===== config.mk =====
export PLATFORM = sky130hd
export DESIGN_NAME = operand_loader
export DESIGN_NICKNAME = d
export VERILOG_FILES = /design/src/rtl/operand_loader.sv
export SDC_FILE = /design/constraint.sdc
export NUM_CORES = 1
export LEC_CHECK = 0
export ABC_AREA = 0
export BUFFER_PORTS_ARGS = -buffer_cell sky130_fd_sc_hd__buf_2
export CAP_MARGIN = 25
export CELL_PAD_IN_SITES_DETAIL_PLACEMENT = 1
export CELL_PAD_IN_SITES_GLOBAL_PLACEMENT = 1
export CORE_ASPECT_RATIO = 0.9
export CORE_MARGIN = 1.5
export CORE_UTILIZATION = 39
export CTS_CLUSTER_DIAMETER = 200
export DETAILED_ROUTE_END_ITERATION = 10
export PLACE_DENSITY_LB_ADDON = 0.3
export SYNTH_ARGS = -nofsm -noshare
export SYNTH_HDL_FRONTEND = slang
export SYNTH_SLANG_ARGS = --single-unit

===== constraint.sdc =====
create_clock -name clk -period 1.65 [get_ports clk]
set_input_delay 0.33 -clock clk [delete_from_list [all_inputs] [get_ports clk]]
set_output_delay 0.33 -clock clk [all_outputs]
set_load 0.02 [all_outputs]

===== src/rtl/operand_loader.sv =====
// Operand-entry front end: synchronises and debounces the LOAD/CANCEL keys, then
// captures operand A and operand B from the switches and hands the pair off with valid/ack.
module operand_loader #(
  parameter int WIDTH        = 8,
  parameter int DEBOUNCE_CYC = 50000,
  parameter int CNT_W        = 16
) (
  input  logic             clk,
  input  logic             button0,
  input  logic             button1,
  input  logic             button2,
  input  logic [WIDTH-1:0] switch1,
  output logic [WIDTH-1:0] op_a,
  output logic [WIDTH-1:0] op_b,
  output logic             op_valid,
  input  logic             op_ack,
  output logic [2:0]       state_led
);

  // One-hot encoding so the state register doubles as the LED drive.
  typedef enum logic [2:0] {
    S_A     = 3'b001,
    S_B     = 3'b010,
    S_VALID = 3'b100
  } state_e;

  localparam int               KEY_LOAD   = 0;
  localparam int               KEY_CANCEL = 1;
  localparam logic [CNT_W-1:0] CNT_LAST   = CNT_W'(DEBOUNCE_CYC - 1);
  localparam logic [CNT_W-1:0] CNT_ONE    = CNT_W'(1);

  logic rst_n;
  assign rst_n = button0;

  logic [1:0]       key_raw;
  logic [1:0]       sync_r_q, sync_r_d;
  logic [1:0]       sync_rr_q, sync_rr_d;
  logic [1:0]       deb_q, deb_d;
  logic [1:0]       deb_prev_q, deb_prev_d;
  logic [1:0]       press_q, press_d;
  logic [CNT_W-1:0] cnt_q [2];
  logic [CNT_W-1:0] cnt_d [2];

  assign key_raw = {button2, button1};

  // Key conditioning: a level is accepted only after DEBOUNCE_CYC consecutive
  // synchronised samples disagree with the current accepted level.
  always_comb begin
    // NOTE: every signal gets its default before any branch, so no path can infer a latch.
    sync_r_d   = key_raw;
    sync_rr_d  = sync_r_q;
    deb_prev_d = deb_q;
    press_d    = deb_prev_q & ~deb_q;
    deb_d      = deb_q;
    for (int k = 0; k < 2; k++) begin
      cnt_d[k] = cnt_q[k];
      if (sync_rr_q[k] == deb_q[k]) begin
        cnt_d[k] = '0;
      end else if (cnt_q[k] == CNT_LAST) begin
        deb_d[k] = sync_rr_q[k];
        cnt_d[k] = '0;
      end else begin
        cnt_d[k] = cnt_q[k] + CNT_ONE;
      end
    end
  end

  always_ff @(posedge clk) begin
    if (!rst_n) begin
      // Everything parks at "released" so leaving reset can never look like a press.
      sync_r_q   <= '1;
      sync_rr_q  <= '1;
      deb_q      <= '1;
      deb_prev_q <= '1;
      press_q    <= '0;
      for (int k = 0; k < 2; k++) cnt_q[k] <= '0;
    end else begin
      // NOTE: non-blocking assignments so every flop samples pre-edge values, independent of order.
      sync_r_q   <= sync_r_d;
      sync_rr_q  <= sync_rr_d;
      deb_q      <= deb_d;
      deb_prev_q <= deb_prev_d;
      press_q    <= press_d;
      for (int k = 0; k < 2; k++) cnt_q[k] <= cnt_d[k];
    end
  end

  state_e           state_q, state_d;
  logic [WIDTH-1:0] op_a_q, op_a_d;
  logic [WIDTH-1:0] op_b_q, op_b_d;
  logic             op_valid_q, op_valid_d;
  logic             load_press;
  logic             cancel_press;

  assign load_press   = press_q[KEY_LOAD];
  assign cancel_press = press_q[KEY_CANCEL];

  // Cancel is tested first in every state, so it beats both a load and an ack.
  always_comb begin
    state_d    = state_q;
    op_a_d     = op_a_q;
    op_b_d     = op_b_q;
    op_valid_d = op_valid_q;
    case (state_q)
      S_A: begin
        if (cancel_press) begin
          op_a_d = '0;
        end else if (load_press) begin
          op_a_d  = switch1;
          state_d = S_B;
        end
      end
      S_B: begin
        if (cancel_press) begin
          op_a_d  = '0;
          state_d = S_A;
        end else if (load_press) begin
          op_b_d     = switch1;
          op_valid_d = 1'b1;
          state_d    = S_VALID;
        end
      end
      S_VALID: begin
        if (cancel_press) begin
          op_a_d     = '0;
          op_b_d     = '0;
          op_valid_d = 1'b0;
          state_d    = S_A;
        end else if (op_ack) begin
          op_valid_d = 1'b0;
          state_d    = S_A;
        end
      end
      default: begin
        op_valid_d = 1'b0;
        state_d    = S_A;
      end
    endcase
  end

  always_ff @(posedge clk) begin
    if (!rst_n) begin
      state_q    <= S_A;
      op_a_q     <= '0;
      op_b_q     <= '0;
      op_valid_q <= 1'b0;
    end else begin
      state_q    <= state_d;
      op_a_q     <= op_a_d;
      op_b_q     <= op_b_d;
      op_valid_q <= op_valid_d;
    end
  end

  assign op_a      = op_a_q;
  assign op_b      = op_b_q;
  assign op_valid  = op_valid_q;
  assign state_led = state_q;

endmodule


==> results of run 1 <==
## state kept, by name, summed over array words and instances, names as in the netlist, 2 cells and up
signal	cells
cnt_q	32
deb_prev_d	2
deb_prev_q	2
op_a	8
op_b	8
press_q	2
state_led	3
sync_r_q	2
sync_rr_q	2
## final cells by class
type	instances	area [µm²]	share of cell area [%]
clock buffers	10	138	4.36
repair buffers	51	303	9.60
flip-flops and latches	62	1240	39.3
multi-input cells	178	1230	39.1
clock inverters	6	85.1	2.70
inverters	12	45.0	1.43
well taps	87	109	3.45
## cell families (layout without fill, tap and decap cells)
family	count (synthesis)	count (layout)	share of synthesized area, %
AOI/OAI and AO/OA	28	28	8.93
xor gates and xnor gates	30	30	10.6
adders and majority gates	2	2	1.01
buffers and inverters	17	79	3.04
DFF	62	62	50.3
muxes	2	2	0.811
and+or+nand+nor	115	116	25.3
## per-layer routing
layer / track usage (%) / wire [µm] / vias up
li1: - / - / 1014
met3: 6.62 / 215 / 2
met2: 31.2 / 3140 / 23
met5: 0 / 0 / -
met4: 5.81 / 29 / 0
met1: 23.7 / 2720 / 1023
## timing repair
action | in CTS | in global routing
cloned | 1 | 0
pin swaps | 0 | 1
gates resized for setup | 3 | 14
hold endpoints to repair | 0 | 0
endpoints found under the setup margin | 21 | 28
buffers inserted | 0 | 2
## power breakdown
part           total [W]  switching [W]  leakage (nW)  internal, W
Sequential       0.00151     0.00000306         0.500      0.00150
Combinational  0.0000610      0.0000371         0.556    0.0000239
Clock            0.00147       0.000587         0.108     0.000885
Total            0.00304       0.000627          1.16      0.00241
## stage by stage
stage	instances	setup WS, ns	total power (W)	hold WS, ns
2_1_floorplan	256	0.00146	0.00156	0.386
3_3_place_gp	387	0.0346	0.00159	0.398
3_5_place_dp	387	-0.0128	0.00159	0.398
4_1_cts	404	-0.0156	0.00308	0.173
5_1_grt	406	-0.0733	0.00316	0.166
6_report	406	0.00330	0.00304	0.180
## cell usage in the layout, fill, tap and decap left out, drive strengths merged, types with 10 or more instances in the layout
cell and n:
nor2 42, dfxtp 62, xnor2 23, clkbuf 10
inv 12, a22o 16, buf 51, nand3 13
nand2b 10, nand2 11, nand4 10
## critical path, delay by kind of cell, from the launching register on
kind | cells | cell delay [ns]
mux | 1 | 0.17
simple gates | 3 | 1.06
flops | 1 | 0.31
## worst min path at each step
stage | to | depth (start not counted)
floorplan | sync_rr_q[0]$_SDFF_PN1_ | 1
global placement | sync_rr_q[1]$_SDFF_PN1_ | 1
detailed placement | sync_rr_q[1]$_SDFF_PN1_ | 1
CTS | sync_r_q[1]$_SDFF_PN1_ | 2
global route | sync_r_q[1]$_SDFF_PN1_ | 2
finish | sync_r_q[1]$_SDFF_PN1_ | 2
==> impl_metrics.yaml, run 1 <==
worst_setup_path:
  criticalPathCategory: "reg2reg"
  reg2reg_from: "cnt_q[0][11]$_SDFF_PP0_"
  r2r_end: "deb_prev_d[0]$_SDFFE_PN1P_"
  critPathMaxStageDelay_ns: 0.51
  critPathSlowestCell: "or4_1"
  crit_required_ns: 1.87
  timing.critical_path.to_type: "flop"
  crit_path_start_kind: "flop"
  crit_start: "cnt_q[0][11]$_SDFF_PP0_"
  critical_path.max_fanout: 3
  ff2ff_path_depth: 4
  rrSetupSlack_ns: 0.003
  crit_arrival_ns: 1.87
  worstPathCellList: "or4_1 -> or4_4 -> mux2i_1 -> nand2_1"
  endpoint: "deb_prev_d[0]$_SDFFE_PN1P_"
detailed_routing:
  first_pass_iters: 4
  drt_wl_total_um: 6110
  wire_per_inst_um: 15.0
  drt_iter0_drc: 59
  vias: 2062
  ant_nets: 0
  drc_errors: 0
  viasPerCell: 5.08
finish:
  final_util_pct: 51.6
  design_area_um2: 3150
  n_antenna_cell: 0
  nets: 329
  nFillCells: 716
  layout-drive-gt1-share_pct: 27.9
  syn2layout_area_growth_pct: 27.8
placement:
  io_buffers: 32
  placed_area_um2: 2840
  dp_hpwl_um: 3880
  gp_congestion: 0.798
synth:
  yosysTopAreaCell: "dfxtp_1"
  yosysWarningCount: 0
  avgSynthCellArea_um2: 9.64
  synth_edf_count: 0
  ys_dominant_reg_cell: "dfxtp_1"
  synth.net_count: 271
  synth_most_common_cell: "dfxtp_1"
  yosysUniqueCellTypes: 36
  async_flop_share_pct: 0
  synth_commonest_cells: "62 x dfxtp_1, 42 x nor2_1, 23 x xnor2_1"
  synthCells: 256
  synth_area_um2: 2470
  synth_top_area_share_pct: 50.3
  yosys-top-cells-area: "dfxtp_1 50%, xnor2_1 8.2%, nor2_1 6.4%, a22o_1 5.7%, nand2b_1 2.5%"
  ys_ff_latch: 62
  ys_seq_area_share_pct: 50.3
floorplanning:
  start_util_pct: 40.4
  fp.coreArea_um2: 6110
  die_w_um: 86.8
  die_h_um: 78.5
  die_area_um2: 6810
  io_pins: 33
  core.rowCount: 27
power:
  leakage_nw: 1.16
  powerDensity_nw_per_um2: 963
  ir_worst_vdd_mv: 0.630
run_status:
  status: "finished clean"
timing:
  finalSetupViolCount: 0
  post-route-period-util_pct: 99.8
  slew_viol_final: 0
  worstMarginPinSlew_ns: 0.662
  finalClockSkew_ns: 0.00542
  slew_headroom_pct: 55.7
  clock.fmax_ghz: 0.607
  rsz0062_at_grt: "yes"
  period_minus_slack_ns: 1.65
  fin_setup_tns_ns: 0
  hold_viol: 0
run:
  drv_cap: 0
clock_tree:
  cts.htree.levels: 3
  cts_tree: "done"
  clkLatencyLatePin_ns: 0.34
  ctsHoldBuffers: 0
  ctsLongestPathBuffers: 2
  cts_buffers: 9
  clk_pin_slew_ns: 0.07
  cts_root_buf: "clkbuf_8"
  clock_sinks: 62
global_routing:
  grt_usage_pct: 19.2
  grt_pass1_wl_um: 9960
  antenna_found_initial: 0
  grt_overflow: 0
  grt_max_degree: 16
  grt_pass1_vias: 2070
worst_hold_path:
  min_from: "button2"
  hold_class: "in2reg"
(Power assumes the default switching activity.)
==> run 2, diff against run 1 <==
--- a/config.mk
+++ b/config.mk
@@ -8,11 +8,9 @@
 export ABC_AREA = 0
 export BUFFER_PORTS_ARGS = -buffer_cell sky130_fd_sc_hd__buf_2
 export CAP_MARGIN = 25
-export CELL_PAD_IN_SITES_DETAIL_PLACEMENT = 1
-export CELL_PAD_IN_SITES_GLOBAL_PLACEMENT = 1
 export CORE_ASPECT_RATIO = 0.9
 export CORE_MARGIN = 1.5
-export CORE_UTILIZATION = 39
+export CORE_UTILIZATION = 45
 export CTS_CLUSTER_DIAMETER = 200
 export DETAILED_ROUTE_END_ITERATION = 10
 export PLACE_DENSITY_LB_ADDON = 0.3
==> run 2 against run 1 <==
Against the previous run: the flow now finishes with violations (negative setup slack); core utilization grew 4.9 points; clock skew grew 0.0028 ns; total power shrank 12%; largest power group unchanged; critical path depth is the same; cell area shrank 5.9%; combinational power shrank 8.4%; worst setup slack lost 0.015 ns; wire length shrank 22%.
==> impl_metrics.yaml, run 2 (synthesis gave the netlist of run 1 again) <==
run_status:
  status: "finished, violations left"
  violations: "negative setup slack"
power:
  leakage_nw: 1.10
  ir_worst_vdd_mv: 0.735
  powerDensity_nw_per_um2: 896
  power.total_w: 0.00266
detailed_routing:
  drt_wl_total_um: 4770
  first_pass_iters: 4
  drc_errors: 0
  ant_nets: 0
  viasPerCell: 5.12
  drt_iter0_drc: 69
  vias: 1937
  wire_per_inst_um: 12.6
worst_setup_path:
  endpoint: "deb_prev_d[0]$_SDFFE_PN1P_"
  criticalPathCategory: "reg2reg"
  crit_path_start_kind: "flop"
  rrSetupSlack_ns: -0.01
  ff2ff_path_depth: 4
  crit_arrival_ns: 1.87
  reg2reg_from: "cnt_q[0][11]$_SDFF_PP0_"
  timing.critical_path.to_type: "flop"
  r2r_end: "deb_prev_d[0]$_SDFFE_PN1P_"
  crit_start: "cnt_q[0][11]$_SDFF_PP0_"
  critical_path.max_fanout: 3
  crit_required_ns: 1.86
global_routing:
  grt_pass1_wl_um: 7780
  busiest_layer: "met2"
  grt_use_met2_pct: 25.4
  grt_use_met1_pct: 22.9
  grt_pass1_vias: 1715
  grt_max_degree: 17
  grt_overflow: 0
  grt_usage_pct: 17.3
  antenna_found_initial: 0
  met3_usage_pct: 8.00
timing:
  fin_ws_ns: -0.0113
  clock.fmax_ghz: 0.602
  slew_headroom_pct: 59.2
  period_minus_slack_ns: 1.66
  worstMarginPinSlew_ns: 0.611
  finalSetupViolCount: 1
  post-route-period-util_pct: 101
  fin_setup_tns_ns: -0.0113
  slew_viol_final: 0
  hold_viol: 0
  finalClockSkew_ns: 0.00824
  rsz0062_at_grt: "yes"
  timing.hold.ws_ns: 0.182
finish:
  final_common_cell: "dfxtp_1"
  syn2layout_area_growth_pct: 20.3
  largest_reg_flops: 32
  final_cell_mix: "62 x dfxtp_1, 37 x nor2_1, 32 x buf_2"
  layout-drive-gt1-share_pct: 22.2
  stdcell_count: 378
  nFillCells: 483
  n_antenna_cell: 0
  largest_register: "cnt_q"
  nets: 321
placement:
  dp_cells: 361
  dp_slack_ns: -0.00419
  io_buffers: 32
  dp_hpwl_um: 3220
  gp_congestion: 0.771
floorplanning:
  die_area_um2: 5940
  core.rowCount: 25
  start_util_pct: 47.0
  die_w_um: 81.1
  fp.coreArea_um2: 5260
  io_pins: 33
  die_h_um: 73.2
clock_tree:
  clkLatencyLatePin_ns: 0.33
  cts.htree.levels: 3
  ctsLongestPathBuffers: 2
  ctsHoldBuffers: 0
  cts_tree: "done"
  clk_pin_slew_ns: 0.06
  clock_sinks: 62
  cts_buffers: 9
  postCtsSetupBuffers: 0
  cts_root_buf: "clkbuf_8"
worst_hold_path:
  hold_class: "in2reg"
run:
  drv_cap: 0
[run 2: per-stage QoR]
stage	util (%)	cell area [µm²]
6_report	56.5	2970
5_1_grt	56.5	2970
4_1_cts	56.0	2950
3_5_place_dp	52.7	2770
3_3_place_gp	52.7	2770
2_1_floorplan	-	2470
[run 2: what timing repair did]
item / CTS / global route
gates cloned: 1 / 0
resized for setup: 1 / 7
setup endpoints to repair: 12 / 24
[run 2: report_power, final]
part | internal (W) | switching [W]
sequential | 0.00150 | 0.00000271
clock | 0.000541 | 0.000558
combinational | 0.0000222 | 0.0000337
[run 2: worst min-delay path by stage]
stage,from,end,slack (ns),cells after the start
final,button2,sync_r_q[1]$_SDFF_PN1_,0.18,2
after global routing,button2,sync_r_q[1]$_SDFF_PN1_,0.17,2
after CTS,button2,sync_r_q[1]$_SDFF_PN1_,0.17,2
after detailed placement,sync_r_q[1]$_SDFF_PN1_,sync_rr_q[1]$_SDFF_PN1_,0.40,1
after global placement,sync_r_q[1]$_SDFF_PN1_,sync_rr_q[1]$_SDFF_PN1_,0.39,1
after floorplan,sync_r_q[0]$_SDFF_PN1_,sync_rr_q[0]$_SDFF_PN1_,0.39,1
[run 2: layout make-up]
type	instances	area, µm²	area share, %
Clock buffer	12	135	4.55
Clock inverter	4	23.8	0.801
Inverter	12	45.0	1.52
Multi-Input combinational cell	178	1200	40.3
Sequential cell	62	1240	41.8
Tap cell	67	83.8	2.82
Timing Repair Buffer	43	243	8.18
[run 2: worst max-delay path, stage by stage, from the launching register on]
cell	delay (ns)
dfxtp_1	0.31
or4_1	0.52
or4_4	0.49
mux2i_1	0.18
nand2_1	0.06
[run 2: layer usage]
metal / vias to the layer above / routed length [µm]
met5: - / 0
met4: 0 / 29
met3: 2 / 165
met2: 25 / 2210
met1: 913 / 2360
li1: 997 / -
==> run 3, diff against run 2 <==
--- a/config.mk
+++ b/config.mk
@@ -8,7 +8,7 @@
 export ABC_AREA = 0
 export BUFFER_PORTS_ARGS = -buffer_cell sky130_fd_sc_hd__buf_2
 export CAP_MARGIN = 25
-export CORE_ASPECT_RATIO = 0.9
+export CORE_ASPECT_RATIO = 0.8
 export CORE_MARGIN = 1.5
 export CORE_UTILIZATION = 45
 export CTS_CLUSTER_DIAMETER = 200
==> run 3 against run 2 <==
Against the previous run: the flow still finishes with violations (negative setup slack); worst setup slack lost 0.0012 ns; non-clock buffer count grew 3; maximum frequency is essentially flat; global-route usage grew 0.59 points; highest routed layer unchanged.
==> impl_metrics.yaml, run 3 (synthesis gave the netlist of run 1 again) <==
global_routing:
  met3_usage_pct: 6.07
  grt_max_degree: 17
  grt_pass1_vias: 1911
  grt_use_met2_pct: 27.8
  grt_overflow: 0
  busiest_layer: "met2"
  grt_pass1_wl_um: 8430
  antenna_found_initial: 0
  grt_use_met1_pct: 23.4
  grt_usage_pct: 17.9
floorplanning:
  io_pins: 33
  fp.coreArea_um2: 5150
  start_util_pct: 47.9
  die_area_um2: 5940
  die_h_um: 69.2
  core.rowCount: 23
  die_w_um: 85.8
detailed_routing:
  viasPerCell: 5.20
  ant_nets: 0
  drt_wl_total_um: 4880
  first_pass_iters: 4
  wire_per_inst_um: 13.0
  drc_errors: 0
  drt_iter0_drc: 75
  vias: 1955
timing:
  slew_viol_final: 0
  finalClockSkew_ns: 0.00848
  finalSetupViolCount: 2
  slew_headroom_pct: 55.6
  hold_viol: 0
  period_minus_slack_ns: 1.66
  clock.fmax_ghz: 0.601
  timing.hold.ws_ns: 0.194
  post-route-period-util_pct: 101
  fin_ws_ns: -0.0125
  worstMarginPinSlew_ns: 0.664
  rsz0062_at_grt: "yes"
finish:
  final_cell_mix: "61 x dfxtp_1, 32 x buf_2, 31 x nor2_1"
  stdcell_count: 376
  n_antenna_cell: 0
  nets: 324
  largest_register: "cnt_q"
  final_util_pct: 59.0
  largest_reg_flops: 32
  syn2layout_area_growth_pct: 23.1
  final_common_cell: "dfxtp_1"
  layout-drive-gt1-share_pct: 25.8
worst_hold_path:
  min_from: "button2"
  hold_class: "in2reg"
run_status:
  violations: "negative setup slack"
  status: "finished, violations left"
clock_tree:
  ctsLongestPathBuffers: 2
  clock_sinks: 62
  cts_buffers: 9
  clkLatencyLatePin_ns: 0.33
  cts.htree.levels: 3
  clk_pin_slew_ns: 0.07
  cts_tree: "done"
  cts_root_buf: "clkbuf_8"
worst_setup_path:
  crit_required_ns: 1.86
  timing.critical_path.to_type: "flop"
  crit_start: "cnt_q[0][11]$_SDFF_PP0_"
  critical_path.max_fanout: 3
  reg2reg_from: "cnt_q[0][11]$_SDFF_PP0_"
  crit_arrival_ns: 1.88
  criticalPathCategory: "reg2reg"
  crit_path_start_kind: "flop"
placement:
  dp_slack_ns: 0.00342
  io_buffers: 32
  dp_hpwl_um: 3370
  gp_congestion: 0.834
  dp_cells: 358
power:
  ir_worst_vdd_mv: 0.496
  leakage_nw: 1.13
  powerDensity_nw_per_um2: 929
run:
  drv_cap: 0
[run 3: path summary, 6_finish.rpt]
kind	slack, ns	cells past startpoint	end
max	-0.01	4	deb_prev_d[0]$_SDFFE_PN1P_
min	0.19	2	sync_r_q[1]$_SDFF_PN1_
min reg2reg	0.41	1	sync_rr_q[1]$_SDFF_PN1_
max reg2reg	-0.01	4	deb_prev_d[0]$_SDFFE_PN1P_
[run 3: worst max-delay path: stages (launching register included)]
cell	delay [ns]
dfxtp_2	0.32
or4_1	0.51
or4_4	0.48
mux2i_1	0.17
nand2_1	0.06
[run 3: what timing repair did]
action	4_1_cts	5_1_grt
hold buffers	0	0
pin swaps	0	14
hold endpoints to repair	0	0
cloned	1	0
endpoints found under the setup margin	11	25
buffers inserted	0	1
resized for setup	1	13
[run 3: through the flow]
stage / total power, W / setup TNS (ns) / area, µm²
floorplan: 0.00156 / 0 / 2470
global placement: 0.00159 / 0 / 2790
detailed placement: 0.00159 / 0 / 2790
CTS: 0.00285 / -0.00637 / 3000
global route: 0.00294 / -0.649 / 3040
finish: 0.00282 / -0.0129 / 3040
[run 3: final cells by class]
cell class	instances	area [µm²]
sequential	62	1240
clock buffer	9	124
multi-input combinational	178	1200
tap	62	77.6
fill	463	2110
inverter	12	45.0
clock inverter	7	65.1
timing repair buffer	46	278
[run 3: power by group]
part / internal [W] / switching, W / leakage (nW)
clock: 0.000685 / 0.000570 / 0.0948
sequential: 0.00150 / 0.00000272 / 0.501
combinational: 0.0000241 / 0.0000356 / 0.534
total: 0.00221 / 0.000608 / 1.13
[run 3: routing by layer]
metal  vias to the layer above  share of wire [%]
met5                         -                  0
li1                       1004                  -
met4                         0               0.88
met3                         4                3.1
met2                        23                 47
met1                       924                 49
